### src/rtl/axis_deadlock_watchdog.sv
// AXI-Stream kernel deadlock watchdog: flags a block after TIMEOUT stalled cycles.
// Optional stall_max watermark output when DLMON_WATERMARK_EN is defined.
module axis_deadlock_watchdog #(
    parameter int NUM_AXIS = 4,
    parameter int NUM_INST = 1,
    parameter int CNT_W    = 16,
    parameter int TIMEOUT  = 64,
    parameter int IDX_W    = 6
) (
    input  logic                kernel_monitor_clock,
    input  logic                kernel_monitor_reset,
    input  logic                enable,
    input  logic                clear,
    input  logic [NUM_AXIS-1:0] axis_block_sigs,
    input  logic [NUM_AXIS-1:0] inst_idle_sigs,
    input  logic [NUM_INST-1:0] inst_block_sigs,
    output logic                block,
    output logic                block_pulse,
    output logic [NUM_AXIS-1:0] blk_mask,
    output logic [IDX_W-1:0]    first_blk_idx,
`ifdef DLMON_WATERMARK_EN
    output logic [CNT_W-1:0]    stall_max,
`endif
    output logic [CNT_W-1:0]    stall_run
);

    typedef enum logic [1:0] {
        ARMED    = 2'd0,
        COUNTING = 2'd1,
        BLOCKED  = 2'd2
    } state_t;

    localparam logic [CNT_W-1:0] L_TO  = CNT_W'(TIMEOUT);
    localparam logic [CNT_W-1:0] L_MAX = '1;

    state_t              r_state;
    state_t              w_state_nxt;
    logic [CNT_W-1:0]    r_run;
    logic [CNT_W-1:0]    w_run_nxt;
    logic [CNT_W-1:0]    w_inc;
    logic [CNT_W-1:0]    w_sat;
    logic                w_hit;
    logic                r_block;
    logic                r_pulse;
    logic [NUM_AXIS-1:0] r_mask;
    logic [IDX_W-1:0]    r_idx;
    logic [NUM_AXIS-1:0] w_eff;
    logic                w_prog;
    logic                w_stalled;
    logic [IDX_W-1:0]    w_idx;

    assign w_eff     = axis_block_sigs & ~inst_idle_sigs;
    assign w_prog    = |(~axis_block_sigs & ~inst_idle_sigs);
    assign w_stalled = ~w_prog & ((|w_eff) | (|inst_block_sigs));
    assign w_inc     = r_run + 1'b1;
    assign w_sat     = (r_run == L_MAX) ? r_run : w_inc;

    // Scan downwards so the lowest set channel wins.
    always_comb begin
        w_idx = '0;
        for (int i = NUM_AXIS - 1; i >= 0; i--) begin
            if (w_eff[i]) w_idx = IDX_W'(i);
        end
    end

    always_comb begin
        w_state_nxt = r_state;
        w_run_nxt   = r_run;
        w_hit       = 1'b0;
        if (clear || !enable) begin
            w_state_nxt = ARMED;
            w_run_nxt   = '0;
        end else begin
            unique case (r_state)
                ARMED: begin
                    w_run_nxt = '0;
                    if (w_stalled) begin
                        w_run_nxt = CNT_W'(1);
                        if (TIMEOUT == 1) begin
                            w_state_nxt = BLOCKED;
                            w_hit       = 1'b1;
                        end else begin
                            w_state_nxt = COUNTING;
                        end
                    end
                end
                COUNTING: begin
                    if (!w_stalled) begin
                        w_state_nxt = ARMED;
                        w_run_nxt   = '0;
                    end else begin
                        w_run_nxt = w_inc;
                        if (w_inc == L_TO) begin
                            w_state_nxt = BLOCKED;
                            w_hit       = 1'b1;
                        end
                    end
                end
                BLOCKED: begin
                    w_run_nxt = w_stalled ? w_sat : '0;
                end
                default: begin
                    w_state_nxt = ARMED;
                    w_run_nxt   = '0;
                end
            endcase
        end
    end

    always_ff @(posedge kernel_monitor_clock) begin
        if (!kernel_monitor_reset) begin
            r_state <= ARMED;
            r_run   <= '0;
        end else begin
            r_state <= w_state_nxt;
            r_run   <= w_run_nxt;
        end
    end

    // Snapshot is sticky: a re-entry into BLOCKED without clear keeps the first capture.
    always_ff @(posedge kernel_monitor_clock) begin
        if (!kernel_monitor_reset) begin
            r_block <= 1'b0;
            r_pulse <= 1'b0;
            r_mask  <= '0;
            r_idx   <= '0;
        end else begin
            r_pulse <= 1'b0;
            if (clear) begin
                r_block <= 1'b0;
                r_mask  <= '0;
                r_idx   <= '0;
            end else if (w_hit && !r_block) begin
                r_block <= 1'b1;
                r_pulse <= 1'b1;
                r_mask  <= w_eff;
                r_idx   <= w_idx;
            end
        end
    end

`ifdef DLMON_WATERMARK_EN
    logic [CNT_W-1:0] r_max;

    always_ff @(posedge kernel_monitor_clock) begin
        if (!kernel_monitor_reset || clear) begin
            r_max <= '0;
        end else if (r_run > r_max) begin
            r_max <= r_run;
        end
    end

    assign stall_max = r_max;
`endif

`ifndef SYNTHESIS
    always @(posedge kernel_monitor_clock) begin
        if (kernel_monitor_reset && r_pulse) begin
            $display("find kernel block. %0d", r_idx);
        end
    end
`endif

    assign block         = r_block;
    assign block_pulse   = r_pulse;
    assign blk_mask      = r_mask;
    assign first_blk_idx = r_idx;
    assign stall_run     = r_run;

endmodule
### config.mk
export PLATFORM = sky130hd
export DESIGN_NAME = axis_deadlock_watchdog
export DESIGN_NICKNAME = d
export VERILOG_FILES = /design/src/rtl/axis_deadlock_watchdog.sv
export SDC_FILE = /design/constraint.sdc
export NUM_CORES = 1
export LEC_CHECK = 0
export BUFFER_PORTS_ARGS = -buffer_cell sky130_fd_sc_hd__buf_2
export CAP_MARGIN = 15
export CORE_MARGIN = 2
export CORE_UTILIZATION = 39
export DETAILED_ROUTE_END_ITERATION = 6
export PLACE_DENSITY_LB_ADDON = 0.08
export RECOVER_POWER = 100
export SETUP_SLACK_MARGIN = 0.2
export SYNTH_ARGS = -nofsm -noshare
export SYNTH_HDL_FRONTEND = slang
export SYNTH_SLANG_ARGS = --single-unit
### constraint.sdc
create_clock -name kernel_monitor_clock -period 3.9 [get_ports kernel_monitor_clock]
set_clock_uncertainty 0.2 [all_clocks]
set_input_delay 0.195 -clock kernel_monitor_clock [delete_from_list [all_inputs] [get_ports kernel_monitor_clock]]
set_output_delay 0.195 -clock kernel_monitor_clock [all_outputs]
set_load 0.05 [all_outputs]
==> flow_summary.toml <==
[synthesis]
ys_ff_latch = 26
ys_seq_area_frac = 0.333
synth_cell_types = 40
synth-edff-count = 0
ys_async_sr_fraction = 0
synthFlopType = "dfxtp_1"
ys_warn_count = 0
syn_inst = 196
synth.avg_cell_area_um2 = 7.99
synthesis.area_um2 = 1570

[placed_design]
portBuffers = 36
hpwl_mm = 2.83
dp.cells = 275
place.gp.congestion = 0.843

[cells_and_area]
layout_common_cells = "dfxtp_1, nor2_1, clkbuf_1"
drive_gt1_frac = 0.0877
syn2layout_area_growth_pct = 13.7
final_common_cell = "dfxtp_1"
fin_cells = 278
antenna_cells = 0
fin_nets = 249
n_fill_cell = 409

[route]
drt_iter0_drc = 54
wl_per_cell_um = 13.7
remaining_drc_errors = 0
via_per_inst = 5.21
route.antenna.remaining_nets = 0
wirelength_mm = 3.81
vias = 1449
first_pass_iters = 4

[global_routing]
grt_util_all_layers = 0.183
grt_pass1_wl_mm = 6.34
gr-total-overflow = 0
grt_use_met3 = 0.0283
met2_usage = 0.327
grt_max_degree = 18
met1_usage = 0.221
busiest_layer = "met2"
grt_pass1_vias = 1368
antenna_found_initial = 0

[critical_path]
worst-path-max-fanout = 8
crit_path_start_kind = "register"
worst_path_largest_cell_delay_ns = 0.60
cp_cell_sequence = "ha_1, inv_1, or2_1, xor2_1, or4_1, nor4_4, mux2i_1, nor2_1"
worst-path-buf-inv = 1
cp_slowest_cell = "nor4_4"
critical_path_class = "reg2reg"
cpLargestDelayFamily = "simple AND/OR/NAND/NOR gates"
worstSetupEndpointType = "register"
worstPathRequired_ns = 3.85
arrival_ns = 3.08

[floorplanning]
io-pin-count = 41
initial_core_util = 0.397
die_h_um = 67.4
core_um2 = 3940
die_x_um = 67.4
row_count = 23
die_area_um2 = 4540

[sta]
hold_viol_final = 0
fmax_mhz = 320
finalCritPeriodShare = 0.802
period_needed_ns = 3.13
rsz0062_at_grt = "false"
finalSetupViolCount = 0
slew_violations = 0
relSlewSlack = 0.476
worstMarginPinSlew_ns = 0.784
setup_tns_ns = 0

[clock_network]
clockRootBuffer = "clkbuf_8"
htreeDepth = 1
clk_path_buf_depth = 2
cts_tree = "done"
cts_buffers = 3
clk_pin_slew_ns = 0.09
post_cts_buffers = 0
clkLatencyLatePin_ns = 0.27
cts_resized = 0
cts.hold.buffers_added = 0
cts.sinks = 26

[power]
p_per_area_nw_per_um2 = 257
vdd_drop_max_v = 0.0000917
p_leak_nw = 0.662

[min_path]
hold_class = "in2reg"

[flow_run]
maxCapViolations = 0

[outcome]
status = "finished clean"
-- metal layers --
layer	up-vias	share of wire
li1	734	-
met2	30	0.50
met1	683	0.45
met3	2	0.049
met5	-	0
met4	0	0.0066
-- final cells by class --
| class | count | area (um2) | share of cell area |
|---|---|---|---|
| Clock buffer | 3 | 41.3 | 0.0232 |
| Tap cell | 50 | 62.6 | 0.0352 |
| Multi-Input combinational cell | 155 | 971 | 0.546 |
| Sequential cell | 26 | 520 | 0.293 |
| Inverter | 7 | 26.3 | 0.0148 |
| Timing Repair Buffer | 37 | 158 | 0.0886 |
-- kinds of logic (layout without fill, tap and decap cells) --
logic type                 Yosys count  in the layout  share of synthesized area
muxes                                8              8                     0.0512
adders and majority gates            6              6                     0.0480
xor gates and xnor gates            15             15                     0.0839
buffers and inverters               18             47                     0.0543
and+or+nand+nor                     92             92                      0.317
other                                1              4                    0.00240
DFF                                 26             26                      0.333
AOI/OAI and AO/OA                   30             30                      0.111
-- path summary, 6_finish.rpt --
| kind | start | end | slack [ns] | depth (start not counted) |
|---|---|---|---|---|
| hold reg to reg | first_blk_idx[1] | first_blk_idx[1] | 0.30 | 2 |
| setup / recovery | stall_run[1] | first_blk_idx[0] | 0.77 | 8 |
| setup reg to reg | stall_run[1] | first_blk_idx[0] | 0.77 | 8 |
| hold / removal | enable | r_state[0] | 0.1 | 5 |
-- cells in the mapped netlist (2+ instances only) --
cell / n / area [um2]
dfxtp_1: 26 / 521
nor2_1: 24 / 90.1
nand2_1: 22 / 82.6
a21oi_1: 21 / 105
nand3_1: 10 / 50.1
xor2_1: 9 / 78.8
mux2i_1: 8 / 80.1
inv_1: 7 / 26.3
ha_1: 6 / 75.1
nor3_1: 6 / 30.0
xnor2_1: 6 / 52.6
buf_4: 4 / 30.0
clkbuf_1: 4 / 15.0
nand2b_1: 4 / 25.0
nand4_1: 4 / 25.0
nor2b_1: 4 / 25.0
nor4_1: 4 / 25.0
and3_1: 2 / 12.5
nor4_4: 2 / 42.5
o21ai_0: 2 / 10.0
or4_1: 2 / 15.0
-- registers in the layout, indices dropped and copies added (netlist names) --
name	count
stall_run	16
blk_mask	4
first_blk_idx	2
r_state	2
block	1
block_pulse	1
-- worst reg2reg max path: cells and delay by family, from the launching register on --
family | cells | cell delay (ns)
mux | 1 | 0.26
simple gates | 4 | 1.44
fa+ha+maj | 1 | 0.35
xor+xnor | 1 | 0.16
buf+inv | 1 | 0.13
flops | 1 | 0.49
-- where the power goes --
group | switching [mW] | internal (mW) | total, mW
registers | 0.000923 | 0.266 | 0.267
clock network | 0.0829 | 0.0692 | 0.152
logic | 0.0263 | 0.0122 | 0.0385
total | 0.110 | 0.347 | 0.457
-- per-stage QoR --
stage	setup slack, ns	cell area (um2)	utilization	hold WS [ns]	total power, mW
after floorplan	0.740	1580	-	0.215	0.303
after CTS	0.758	1810	0.459	0.0895	0.467
after global placement	0.933	1770	0.448	0.278	0.311
final	0.772	1780	0.451	0.0983	0.457
after global routing	0.497	1780	0.451	0.104	0.480
after detailed placement	0.778	1770	0.448	0.285	0.311
Note: power is estimated with default switching activity, not from simulation.
